**config.mk**
```make
export PLATFORM = sky130hd
export DESIGN_NAME = sp_ctrl_regs
export DESIGN_NICKNAME = d
export VERILOG_FILES = /design/src/rtl/sp_ctrl_pkg.sv /design/src/rtl/sp_ctrl_regs.sv
export SDC_FILE = /design/constraint.sdc
export NUM_CORES = 1
export LEC_CHECK = 0
export ABC_CLOCK_PERIOD_IN_PS = 3000
export BUFFER_PORTS_ARGS = -buffer_cell sky130_fd_sc_hd__buf_2
export CORE_MARGIN = 10
export CORE_UTILIZATION = 30
export DETAILED_ROUTE_END_ITERATION = 12
export PLACE_DENSITY = 0.56
export SLEW_MARGIN = 20
export SYNTH_ARGS = -nofsm -noshare
export SYNTH_HDL_FRONTEND = slang
export SYNTH_SLANG_ARGS = --single-unit
```
**constraint.sdc**
```tcl
create_clock -name clk -period 3 [get_ports clk]
set_clock_uncertainty 0.2 [all_clocks]
set_input_delay 0.3 -clock clk [delete_from_list [all_inputs] [get_ports clk]]
set_output_delay 0.3 -clock clk [all_outputs]
set_load 0.05 [all_outputs]
```
**src/rtl/sp_ctrl_pkg.sv**
```systemverilog
`default_nettype none
// ============================================================================
//  Module      : sp_ctrl_pkg
//  Description : Shared definitions for the scratchpad control register block.
//                Holds the register address map, STATUS bit positions, the
//                control FSM state type, the default dimension limits, and
//                the helpers that merge byte lanes and check GEMM dimensions.
//  Revision    : 1.0 - initial release
// ============================================================================
package sp_ctrl_pkg;

   // Register byte addresses (full 32-bit compare)
   localparam logic [31:0] ADDR_CTRL   = 32'h0000_0000;
   localparam logic [31:0] ADDR_MODE   = 32'h0000_0004;
   localparam logic [31:0] ADDR_M      = 32'h0000_0008;
   localparam logic [31:0] ADDR_K      = 32'h0000_000C;
   localparam logic [31:0] ADDR_N      = 32'h0000_0010;
   localparam logic [31:0] ADDR_STATUS = 32'h0000_0064;

   // STATUS bit positions
   localparam int unsigned ST_DONE = 0;
   localparam int unsigned ST_BUSY = 1;
   localparam int unsigned ST_ERR  = 2;

   // Default dimension limits
   localparam int unsigned DEF_MAX_DIM   = 64;
   localparam int unsigned DEF_DIM_ALIGN = 8;

   typedef enum logic [1:0] {
      S_IDLE = 2'd0,
      S_RUN  = 2'd1,
      S_DONE = 2'd2
   } state_t;

   // Replace only the byte lanes whose write enable is set.
   function automatic logic [31:0] byte_merge(input logic [31:0] old_v,
                                              input logic [31:0] new_v,
                                              input logic [3:0]  web);
      logic [31:0] res;
      res = old_v;
      for (int i = 0; i < 4; i++) begin
         if (web[i]) res[8*i +: 8] = new_v[8*i +: 8];
      end
      return res;
   endfunction

   // A dimension is legal when nonzero, a multiple of the array edge and
   // no larger than the largest supported size.
   function automatic logic dim_valid(input logic [31:0] d,
                                      input int unsigned max_dim,
                                      input int unsigned align);
      return (d != 32'd0) && ((d % align) == 32'd0) && (d <= max_dim);
   endfunction

endpackage
`default_nettype wire

```
**src/rtl/sp_ctrl_regs.sv**
```systemverilog
`default_nettype none
// ============================================================================
//  Module      : sp_ctrl_regs
//  Description : Host-visible control registers and launch FSM for a
//                systolic GEMM engine. The host programs MODE/M/K/N and raises
//                CTRL.start; legal dimensions launch the engine with a single
//                cycle pulse, illegal ones flag STATUS.err.
//  Ports       : clk          - clock, all state on rising edge
//                reset        - asynchronous active-low reset
//                sp_addr      - host byte address
//                sp_data_in   - host write data
//                sp_web       - per-byte write enables
//                sp_data_out  - registered read data (1-cycle latency)
//                eng_start    - one-cycle launch pulse
//                eng_mode     - 0 = WS, 1 = OS (latched at launch)
//                eng_m/k/n    - latched dimensions
//                eng_done     - one-cycle completion pulse from engine
//  Revision    : 1.0 - initial release
// ============================================================================
module sp_ctrl_regs
   import sp_ctrl_pkg::*;
#(
   parameter int unsigned MAX_DIM   = DEF_MAX_DIM,
   parameter int unsigned DIM_ALIGN = DEF_DIM_ALIGN
) (
   input  logic        clk,
   input  logic        reset,
   input  logic [31:0] sp_addr,
   input  logic [31:0] sp_data_in,
   input  logic [3:0]  sp_web,
   output logic [31:0] sp_data_out,
   output logic        eng_start,
   output logic        eng_mode,
   output logic [31:0] eng_m,
   output logic [31:0] eng_k,
   output logic [31:0] eng_n,
   input  logic        eng_done
);

   state_t      r_state, w_state_nxt;
   logic        r_start, w_start_nxt;
   logic        r_mode,  w_mode_nxt;
   logic [31:0] r_m, r_k, r_n;
   logic [31:0] w_m_nxt, w_k_nxt, w_n_nxt;
   logic        r_done, r_busy, r_err;
   logic        w_done_nxt, w_busy_nxt, w_err_nxt;
   logic        w_launch;
   logic [31:0] w_rdata;

   logic        r_eng_start, r_eng_mode;
   logic [31:0] r_eng_m, r_eng_k, r_eng_n, r_rdata;

   logic w_wr_any, w_wr_ctrl, w_wr_mode, w_wr_m, w_wr_k, w_wr_n, w_wr_status;
   logic w_clr, w_ctrl_bit, w_mode_bit, w_dims_ok;

   assign w_wr_any    = |sp_web;
   assign w_wr_ctrl   = w_wr_any && (sp_addr == ADDR_CTRL);
   assign w_wr_mode   = w_wr_any && (sp_addr == ADDR_MODE);
   assign w_wr_m      = w_wr_any && (sp_addr == ADDR_M);
   assign w_wr_k      = w_wr_any && (sp_addr == ADDR_K);
   assign w_wr_n      = w_wr_any && (sp_addr == ADDR_N);
   assign w_wr_status = w_wr_any && (sp_addr == ADDR_STATUS);

   // A STATUS clear is any enabled write whose bit0 data is 0.
   assign w_clr      = w_wr_status && !sp_data_in[0];
   // CTRL and MODE keep only bit0, which lives in byte lane 0.
   assign w_ctrl_bit = sp_web[0] ? sp_data_in[0] : r_start;
   assign w_mode_bit = sp_web[0] ? sp_data_in[0] : r_mode;
   assign w_dims_ok  = dim_valid(r_m, MAX_DIM, DIM_ALIGN) &&
                       dim_valid(r_k, MAX_DIM, DIM_ALIGN) &&
                       dim_valid(r_n, MAX_DIM, DIM_ALIGN);

   // FSM state register
   always_ff @(posedge clk or negedge reset) begin
      if (!reset) r_state <= S_IDLE;
      else        r_state <= w_state_nxt;
   end

   // Next-state and register-update logic
   always_comb begin
      w_state_nxt = r_state;
      w_start_nxt = r_start;
      w_mode_nxt  = r_mode;
      w_m_nxt     = r_m;
      w_k_nxt     = r_k;
      w_n_nxt     = r_n;
      w_done_nxt  = r_done;
      w_busy_nxt  = r_busy;
      w_err_nxt   = r_err;
      w_launch    = 1'b0;

      // Configuration is frozen only while the engine runs.
      if (r_state != S_RUN) begin
         if (w_wr_ctrl) w_start_nxt = w_ctrl_bit;
         if (w_wr_mode) w_mode_nxt  = w_mode_bit;
         if (w_wr_m)    w_m_nxt     = byte_merge(r_m, sp_data_in, sp_web);
         if (w_wr_k)    w_k_nxt     = byte_merge(r_k, sp_data_in, sp_web);
         if (w_wr_n)    w_n_nxt     = byte_merge(r_n, sp_data_in, sp_web);
      end

      unique case (r_state)
         S_IDLE: begin
            // Only a 0->1 change of the stored start bit launches; dims
            // cannot change in the same cycle since only one address is hit.
            if (w_wr_ctrl && !r_start && w_ctrl_bit) begin
               if (w_dims_ok) begin
                  w_launch    = 1'b1;
                  w_busy_nxt  = 1'b1;
                  w_state_nxt = S_RUN;
               end else begin
                  w_err_nxt = 1'b1;
               end
            end
            if (w_clr && r_err) begin
               w_err_nxt   = 1'b0;
               w_start_nxt = 1'b0;
            end
         end
         S_RUN: begin
            // A clear in the same cycle as eng_done is deliberately dropped.
            if (eng_done) begin
               w_done_nxt  = 1'b1;
               w_busy_nxt  = 1'b0;
               w_state_nxt = S_DONE;
            end
         end
         S_DONE: begin
            if (w_clr) begin
               w_done_nxt  = 1'b0;
               w_err_nxt   = 1'b0;
               w_start_nxt = 1'b0;
               w_state_nxt = S_IDLE;
            end
         end
         default: w_state_nxt = S_IDLE;
      endcase
   end

   // Read mux uses post-update values so read-during-write sees new data.
   always_comb begin
      w_rdata = 32'd0;
      unique case (sp_addr)
         ADDR_CTRL:   w_rdata = {31'd0, w_start_nxt};
         ADDR_MODE:   w_rdata = {31'd0, w_mode_nxt};
         ADDR_M:      w_rdata = w_m_nxt;
         ADDR_K:      w_rdata = w_k_nxt;
         ADDR_N:      w_rdata = w_n_nxt;
         ADDR_STATUS: begin
            w_rdata[ST_DONE] = w_done_nxt;
            w_rdata[ST_BUSY] = w_busy_nxt;
            w_rdata[ST_ERR]  = w_err_nxt;
         end
         default:     w_rdata = 32'd0;
      endcase
   end

   always_ff @(posedge clk or negedge reset) begin
      if (!reset) begin
         r_start     <= 1'b0;
         r_mode      <= 1'b0;
         r_m         <= 32'd0;
         r_k         <= 32'd0;
         r_n         <= 32'd0;
         r_done      <= 1'b0;
         r_busy      <= 1'b0;
         r_err       <= 1'b0;
         r_eng_start <= 1'b0;
         r_eng_mode  <= 1'b0;
         r_eng_m     <= 32'd0;
         r_eng_k     <= 32'd0;
         r_eng_n     <= 32'd0;
         r_rdata     <= 32'd0;
      end else begin
         r_start     <= w_start_nxt;
         r_mode      <= w_mode_nxt;
         r_m         <= w_m_nxt;
         r_k         <= w_k_nxt;
         r_n         <= w_n_nxt;
         r_done      <= w_done_nxt;
         r_busy      <= w_busy_nxt;
         r_err       <= w_err_nxt;
         r_eng_start <= w_launch;
         r_rdata     <= w_rdata;
         if (w_launch) begin
            r_eng_mode <= r_mode;
            r_eng_m    <= r_m;
            r_eng_k    <= r_k;
            r_eng_n    <= r_n;
         end
      end
   end

   assign sp_data_out = r_rdata;
   assign eng_start   = r_eng_start;
   assign eng_mode    = r_eng_mode;
   assign eng_m       = r_eng_m;
   assign eng_k       = r_eng_k;
   assign eng_n       = r_eng_n;

endmodule
`default_nettype wire

```
# Word-level counts from Yosys, hierarchy flattened
# Index checks and enable logic that the tools add are counted.
[op_classes]
n_addsub = 0
n_mul = 0
n_div = 0
order_cmp = 3
eq_ne = 12
n_shift = 0
n_mux = 49
bitwise = 0
reduce_logical = 30
[ops]
columns = ["op", "n"]
rows = [
  ["$mux 32", 6],
  ["$logic_not 32->1", 4],
  ["$le 32x7->1 const B", 3],
  ["$mux 8", 12],
  ["$reduce_bool 32->1", 3],
  ["$pmux 29 s3", 1],
  ["$eq 32x4->1 const B", 2],
  ["$eq 32x3->1 const B", 1],
  ["$eq 32x5->1 const B", 1],
  ["$eq 32x7->1 const B", 1],
  ["$mux 1", 20],
  ["$logic_and 1x1->1", 18],
  ["$pmux 3 s6", 1],
  ["$mux 2", 4],
  ["$ne 2x2->1 const B", 4],
  ["$pmux 1 s2", 4],
  ["$pmux 2 s3", 1],
  ["$reduce_and 4->1", 1],
  ["$reduce_or 4->1", 1],
  ["$eq 2x1->1 const B", 1],
  ["$eq 2x2->1 const B", 1],
  ["$logic_not 1->1", 2],
  ["$logic_not 2->1", 1],
  ["$ne 2x1->1 const B", 1],
]
[totals]
regBits = 233
latch_bits = 0
ram_bits = 0
rom_bits = 0
wordCells = 109
mem_count = 0

# Logic depth before layout (Yosys ltp)
# Gate-level depths: netlist (run 1).
[logic_depth]
word_depth = 10
mapped_depth = 10
depth_no_buf = 7

# Worst setup path after synthesis (run 1)
# Ideal clock, no wire load.
[synth_path]
kind = "input-to-reg"
startpoint = "input sp_addr[5]"
endpoint = "register r_eng_k[3], in the netlist eng_k[3]"
arrival_ns = 2.409
t_required_ns = 2.675
path_slack_ns = 0.266
cell_stages = 7
path_buffers = 2
path_cell_list = "or3_4 or2_1 or4b_1 or4b_1 buf_4 buf_6 mux2_4"
[synth_via]
elab_chain_cells = 6
[synth_rtl]
columns = ["item", "line_no", "source"]
rows = [
  ["start: declaration", "sp_ctrl_regs.sv:28", "input logic [31:0] sp_addr,"],
  ["$logic_not 32->1", "sp_ctrl_regs.sv:57", "assign w_wr_ctrl = w_wr_any && (sp_addr == ADDR_CTRL);"],
  ["$logic_and 1x1->1", "sp_ctrl_regs.sv:57", ""],
  ["$logic_and 1x1->1 (2 in a row)", "sp_ctrl_regs.sv:105", "if (w_wr_ctrl && !r_start && w_ctrl_bit) begin"],
  ["$mux 1", "sp_ctrl_regs.sv:105", ""],
  ["$mux 1", "sp_ctrl_regs.sv:101", "unique case (r_state)"],
  ["end signal: assignment", "sp_ctrl_regs.sv:187", "r_eng_k <= r_k;"],
  ["end: declaration", "sp_ctrl_regs.sv:51", "logic [31:0] r_eng_m, r_eng_k, r_eng_n, r_rdata;"],
]
# No other way between the ends.
# A chain may end at the register's enable or synchronous reset.

# Final worst setup path (run 1)
[layout_path]
startpoint = "register r_m[17]"
endpoint = "register r_eng_n[30], in the netlist eng_n[30]"
[layout_via]
elab_chain_cells = 8
word_cells_on_any_way = 9
[layout_rtl]
columns = ["item", "line_no", "source"]
rows = [
  ["start: declaration", "sp_ctrl_regs.sv:43", "logic [31:0] r_m, r_k, r_n;"],
  ["start signal: assignment", "sp_ctrl_regs.sv:176", "r_m <= w_m_nxt;"],
  ["parallel branches: the longest is 2 deep, another holds $le 32x7->1", "n/a", ""],
  ["$logic_and 1x1->1 (*)", "sp_ctrl_pkg.sv:52", "return (d != 32'd0) && ((d % align) == 32'd0) && (d <= max_dim);"],
  ["$logic_and 1x1->1 (*)", "sp_ctrl_regs.sv:69", "assign w_dims_ok = dim_valid(r_m, MAX_DIM, DIM_ALIGN) &&"],
  ["$logic_and 1x1->1 (*)", "sp_ctrl_regs.sv:70", "dim_valid(r_k, MAX_DIM, DIM_ALIGN) &&"],
  ["$mux 1 (*)", "sp_ctrl_regs.sv:106", "if (w_dims_ok) begin"],
  ["$mux 1 (*)", "sp_ctrl_regs.sv:105", ""],
  ["$mux 1 (*)", "sp_ctrl_regs.sv:101", ""],
  ["end signal: assignment", "sp_ctrl_regs.sv:188", "r_eng_n <= r_n;"],
  ["end: declaration", "sp_ctrl_regs.sv:51", ""],
]
# Every way passes the cells marked *.

==> results.sh, run 1 <==
export IMPL_rsz0062_at_grt="false"
export IMPL_ir_worst_vdd_mv=0.390
export IMPL_finalCritPeriodShare=0.990
export IMPL_dieArea_mm2=0.0396
export IMPL_hold_path_class="in -> reg"
export IMPL_synthArstFlopShare=1.00
export IMPL_netlist_instances=768
export IMPL_max_clock_freq_ghz=0.337
export IMPL_start_kind="register"
export IMPL_synth_edf_count=0
export IMPL_drc=0
export IMPL_die_w_um=199
export IMPL_rows=65
export IMPL_vias=7474
export IMPL_cp_arrival_ns=3.20
export IMPL_cts_buffers=27
export IMPL_drtAntennaViolNets=0
export IMPL_first_pass_iters=5
export IMPL_p_per_area_mw_per_mm2=531
export IMPL_crit_family="simple AND/OR/NAND/NOR gates"
export IMPL_seq_area_frac_synth=0.607
export IMPL_drt_iter0_drc=574
export IMPL_fin_total_pwr_uw=6880
export IMPL_worst_setup_path_type="reg -> reg"
export IMPL_diodes=0
export IMPL_period_minus_slack_ns=2.97
export IMPL_design_area_mm2=0.0130
export IMPL_worst_pin_slew_ns=0.680
export IMPL_ys_ff_latch=233
export IMPL_cts_sinks=233
export IMPL_synth_nets=842
export IMPL_core_area_mm2=0.0316
export IMPL_mostFrequentLayoutCells="dfrtp_1, buf_2, mux2_2"
export IMPL_end_kind="register"
export IMPL_clockRootBuffer="clkbuf_16"
export IMPL_synth_largest_area_cell="dfrtp_1"
export IMPL_worstPathCellList="nor4_1 > nand4_1 > or4_1 > or4b_4 > buf_12 > buf_12 > and2_1"
export IMPL_worstPathRequired_ns=3.23
export IMPL_place_ws_ns=-0.0195
export IMPL_syn_cell_area_mm2=0.00960
export IMPL_drive_gt1_frac=0.403
export IMPL_routed_wl_mm=30.6
export IMPL_cts_htree_levels=1
export IMPL_cts_tree="built"
export IMPL_drt_wirelength_per_cell_um=20.5
export IMPL_setup_viol=0
export IMPL_hpwl_mm=22.8
export IMPL_grt_overflow_total=0
export IMPL_synth_flop_cell="dfrtp_1"
export IMPL_critPathSlowestCell="or4_1"
export IMPL_timing_final_hold_violations=0
export IMPL_final_common_cell="dfrtp_1"
export IMPL_maxCapViolations=0
export IMPL_die_y_um=199
export IMPL_placedCellCount=1406
export IMPL_gp_routability_congestion=0.936
export IMPL_outcome="finished clean"
export IMPL_io_pins=201
export IMPL_grt_max_degree=85
export IMPL_vias_per_cell=5.02
export IMPL_antenna_found_initial=0
export IMPL_io_buffers=200
export IMPL_track_usage=0.150
export IMPL_slew_headroom=0.542
export IMPL_cp_max_fo=33
export IMPL_grt_pass1_vias=7827
export IMPL_nNetsFinal=1142
export IMPL_ys_warn_count=0
export IMPL_critical_path_max_stage_delay_ns=0.63
export IMPL_instances_no_fill=1490
export IMPL_dpl_cell_area_mm2=0.0116
export IMPL_area_growth_pct=34.9
export IMPL_path_clk_slew_ns=0.06
export IMPL_cpMostUsedCell="buf_12"
export IMPL_start_util=0.304
export IMPL_synth_top_area_frac=0.607
export IMPL_slew_violations=0
export IMPL_p_leak_uw=0.00683
export IMPL_fin_ws_ns=0.0298
export IMPL_clock_latency_ns=0.55
export IMPL_cts_path_max_buffers=3
export IMPL_post_synth_cell_area_avg_um2=12.5
export IMPL_path_buf_inv=2
export IMPL_grt_pass1_wl_mm=47.0
export IMPL_yosys_top_cells_area="dfrtp_1, mux2_2, and2_1"
export IMPL_yosysUniqueCellTypes=47
power breakdown:
group	internal (uW)	total, uW	leakage [uW]	switching (uW)
Sequential	3150	3150	0.00324	2.45
Combinational	108	303	0.00312	195
Clock	2060	3420	0.000466	1350
Total	5320	6880	0.00683	1550
worst paths after layout:
kind / endpoint / from / cells past startpoint / slack (ns)
max in group asynchronous: sp_data_out[12]$_DFF_PN0_ / reset / 3 / 1.58
min in group asynchronous: eng_m[0]$_DFFE_PN0P_ / reset / 2 / 0.15
hold / removal: sp_data_out[0]$_DFF_PN0_ / sp_addr[2] / 3 / 0.07
setup reg to reg: eng_n[30]$_DFFE_PN0P_ / r_m[17]$_DFF_PN0_ / 7 / 0.03
hold reg to reg: eng_n[7]$_DFFE_PN0P_ / eng_n[7]$_DFFE_PN0P_ / 1 / 0.28
setup / recovery: eng_n[30]$_DFFE_PN0P_ / r_m[17]$_DFF_PN0_ / 7 / 0.03
per-layer routing:
metal / global-route usage / vias to the layer above / wire length [um]
met2: 0.241 / 282 / 14200
met1: 0.198 / 3711 / 13500
met5: 0 / - / 0
met3: 0.0333 / 50 / 2130
li1: - / 3431 / -
met4: 0.0463 / 0 / 779
per-stage QoR:
| step | utilization | setup TNS, ns | hold WS (ns) |
|---|---|---|---|
| 2_1_floorplan | - | 0 | -0.196 |
| 3_3_place_gp | 0.368 | -0.307 | 0.165 |
| 3_5_place_dp | 0.368 | -0.398 | 0.157 |
| 4_1_cts | 0.410 | 0 | 0.0457 |
| 5_1_grt | 0.410 | 0 | 0.0661 |
| 6_report | 0.410 | 0 | 0.0705 |
state kept, by name, indices dropped and copies added, names as in the netlist:
| register | cells |
|---|---|
| eng_n | 32 |
| sp_data_out | 32 |
| r_n | 32 |
| r_start | 1 |
| r_k | 32 |
| r_err | 1 |
| eng_mode | 1 |
| eng_m | 32 |
| r_busy | 1 |
| r_done | 1 |
| eng_k | 32 |
| eng_start | 1 |
| r_mode | 1 |
| r_state | 2 |
| r_m | 32 |
cell type report:
class,instances,area (um^2)
well taps,402,503
fillers,3046,18600
clock buffers,34,762
multi-input cells,491,3640
clock inverters,15,178
inverters,10,37.5
repair buffers,305,2000
flip-flops and latches,233,5830
timing repair:
item | 4_1_cts | 5_1_grt
endpoints found under the hold margin | 208 | 0
setup buffers | 0 | 0
hold buffers | 35 | 0
setup endpoints to repair | 10 | 102
gates resized for setup | 1 | 5
cell usage after synthesis, drive strengths merged, types with 3 or more instances:
library cell and n:
clkbuf 29, dfrtp 233, nor3 10, o21ai 21, nand3 8, a31oi 6
nor2 37, a222oi 18, o22a 3, inv 8, mux2i 6, nor2b 4
and2 85, nand2 36, o2bb2ai 4, a21oi 42, a22oi 5, nand4 12
ha 3, mux2 109, buf 5, nor4 57
worst reg2reg max path, stage by stage (launching register included):
cell and delay [ns]:
dfrtp_1 0.43, nor4_1 0.33, nand4_1 0.18, or4_1 0.63
or4b_4 0.56, buf_12 0.19, buf_12 0.18, and2_1 0.17
logic make-up after synthesis:
logic type      synth area share
mux                        0.139
compound gates            0.0790
fa+ha+maj                0.00391
buf+inv                   0.0201
flops                      0.607
simple gates               0.151
Note: power is estimated with default switching activity, not from simulation.
==> run 2: changes to the inputs <==
==> constraint.sdc (replaced) <==
create_clock -name clk -period 3 [get_ports clk]
set_clock_uncertainty 0.2 [all_clocks]
set_input_delay 0.75 -clock clk [delete_from_list [all_inputs] [get_ports clk]]
set_output_delay 0.75 -clock clk [all_outputs]
set_load 0.05 [all_outputs]
==> results.sh, run 2 (same netlist as run 1, synthesis figures left out) <==
export IMPL_mostFrequentLayoutCells="dfrtp_1, buf_2, buf_4"
export IMPL_start_util=0.304
export IMPL_cp_arrival_ns=3.15
export IMPL_met1_usage=0.200
export IMPL_final_common_cell="dfrtp_1"
export IMPL_hpwl_mm=23.0
export IMPL_worst_pin_slew_ns=0.798
export IMPL_die_w_um=199
export IMPL_routed_wl_mm=30.7
export IMPL_regArea_mm2=0.00583
export IMPL_drtAntennaViolNets=0
export IMPL_core_area_mm2=0.0316
export IMPL_vias_per_cell=5.01
export IMPL_cts_sinks=233
export IMPL_cts_buffers=25
export IMPL_grt_overflow_total=0
export IMPL_instances_no_fill=1485
export IMPL_slew_headroom=0.463
export IMPL_tns_ns=0
export IMPL_placedCellCount=1439
export IMPL_cts_path_max_buffers=3
export IMPL_cp_max_fo=21
export IMPL_worstPathCellList="nor4_2 > nand4_1 > or4_1 > or4b_4 > buf_12 > mux2_4"
export IMPL_drt_iter0_drc=466
export IMPL_antenna_found_initial=5
export IMPL_gp_routability_congestion=0.891
export IMPL_drt_wirelength_per_cell_um=20.7
export IMPL_grt_max_degree=67
export IMPL_period_minus_slack_ns=2.95
export IMPL_critical_path_max_stage_delay_ns=0.62
export IMPL_multiInputGateArea_mm2=0.00364
export IMPL_clockRootBuffer="clkbuf_16"
export IMPL_ir_worst_vdd_mv=0.388
export IMPL_p_leak_uw=0.00675
export IMPL_setup_viol=0
export IMPL_use_met3=0.0326
export IMPL_die_y_um=199
export IMPL_max_clock_freq_ghz=0.340
export IMPL_finalCritPeriodShare=0.982
export IMPL_rows=65
export IMPL_vias=7440
export IMPL_cts_htree_levels=1
export IMPL_io_buffers=200
export IMPL_worst_setup_path_type="reg -> reg"
export IMPL_drc=0
export IMPL_p_per_area_mw_per_mm2=509
export IMPL_grt_pass1_vias=7768
export IMPL_start_kind="register"
export IMPL_cts_setup_buffers=0
export IMPL_critPathSlowestCell="or4_1"
export IMPL_grtUsageMet2=0.244
export IMPL_worstPathRequired_ns=3.20
export IMPL_grt_pass1_wl_mm=47.0
export IMPL_end_kind="register"
export IMPL_nNetsFinal=1139
export IMPL_drive_gt1_frac=0.428
export IMPL_track_usage=0.152
export IMPL_fillCellCount=3049
export IMPL_clock_latency_ns=0.53
export IMPL_io_pins=201
export IMPL_cts_tree="built"
export IMPL_rsz0062_at_grt="false"
export IMPL_path_clk_slew_ns=0.06
export IMPL_first_pass_iters=6
export IMPL_slew_violations=0
export IMPL_dieArea_mm2=0.0396
export IMPL_maxCapViolations=0
export IMPL_outcome="finished clean"
export IMPL_timing_final_hold_violations=0
export IMPL_busiest_layer="met2"
export IMPL_area_growth_pct=32.2
export IMPL_hold_path_class="reg -> reg"
run 2: cell types whose count changed in the layout (fill, tap and decap cells not counted), moves of 2 or more:
| cell | change |
|---|---|
| buf_12 | -3 |
| clkinvlp_4 | +2 |
| clkinv_2 | -5 |
| diode_2 | +2 |
| dlygate4sd3_1 | -34 |
| clkbuf_16 | -2 |
| clkbuf_1 | +2 |
| buf_4 | +36 |
| bufinv_16 | -2 |
run 2: worst paths after layout:
kind	end	depth (start not counted)	start	slack, ns
setup / recovery	eng_k[6]$_DFFE_PN0P_	6	r_m[20]$_DFF_PN0_	0.05
hold / removal	eng_n[14]$_DFFE_PN0P_	1	eng_n[14]$_DFFE_PN0P_	0.28
setup reg to reg	eng_k[6]$_DFFE_PN0P_	6	r_m[20]$_DFF_PN0_	0.05
hold reg to reg	eng_n[14]$_DFFE_PN0P_	1	eng_n[14]$_DFFE_PN0P_	0.28
max in group asynchronous	r_k[18]$_DFF_PN0_	3	reset	1.22
min in group asynchronous	eng_k[22]$_DFFE_PN0P_	2	reset	0.56
run 2: final cells by class:
cell class,instances,share of cell area
antenna,2,0.000394
clock buffer,35,0.0578
tap,402,0.0396
timing repair buffer,304,0.147
multi-input combinational,491,0.287
inverter,10,0.00296
clock inverter,8,0.00621
sequential,233,0.459
run 2: power by group:
| group | switching (uW) | internal [uW] |
|---|---|---|
| clock network | 1250 | 1780 |
| logic | 189 | 84.2 |
| registers | 2.14 | 3150 |
| total | 1440 | 5020 |
run 2: repair_timing:
item | CTS | global route
setup endpoints to repair | 38 | 88
resized for setup | 1 | 4
pin swaps | 0 | 1
hold buffers | 1 | 0
hold endpoints to repair | 4 | 0
run 2: stage by stage:
| stage | setup WS, ns | hold slack [ns] | util | cell area, um^2 | power [uW] |
|---|---|---|---|---|---|
| after global placement | -0.366 | 0.264 | 0.375 | 11800 | 3480 |
| after detailed placement | -0.393 | 0.265 | 0.375 | 11800 | 3490 |
| final | 0.0547 | 0.277 | 0.402 | 12700 | 6460 |
| after global routing | 0.00821 | 0.286 | 0.402 | 12700 | 6720 |
| after CTS | 0.0267 | 0.283 | 0.401 | 12700 | 6560 |
| after floorplan | -0.181 | 0.249 | - | 9610 | 3290 |
run 2: layer usage:
metal,vias up,wire length (um)
met3,55,2210
met1,3688,13200
li1,3420,-
met4,6,976
met2,271,14200
met5,-,36
run 2: worst max-delay path: cells and delay by family (launching register included):
kind / cells / cell delay [ns]
AND/OR/NAND/NOR: 4 / 1.71
flip-flops: 1 / 0.43
multiplexers: 1 / 0.30
buffers and inverters: 1 / 0.19
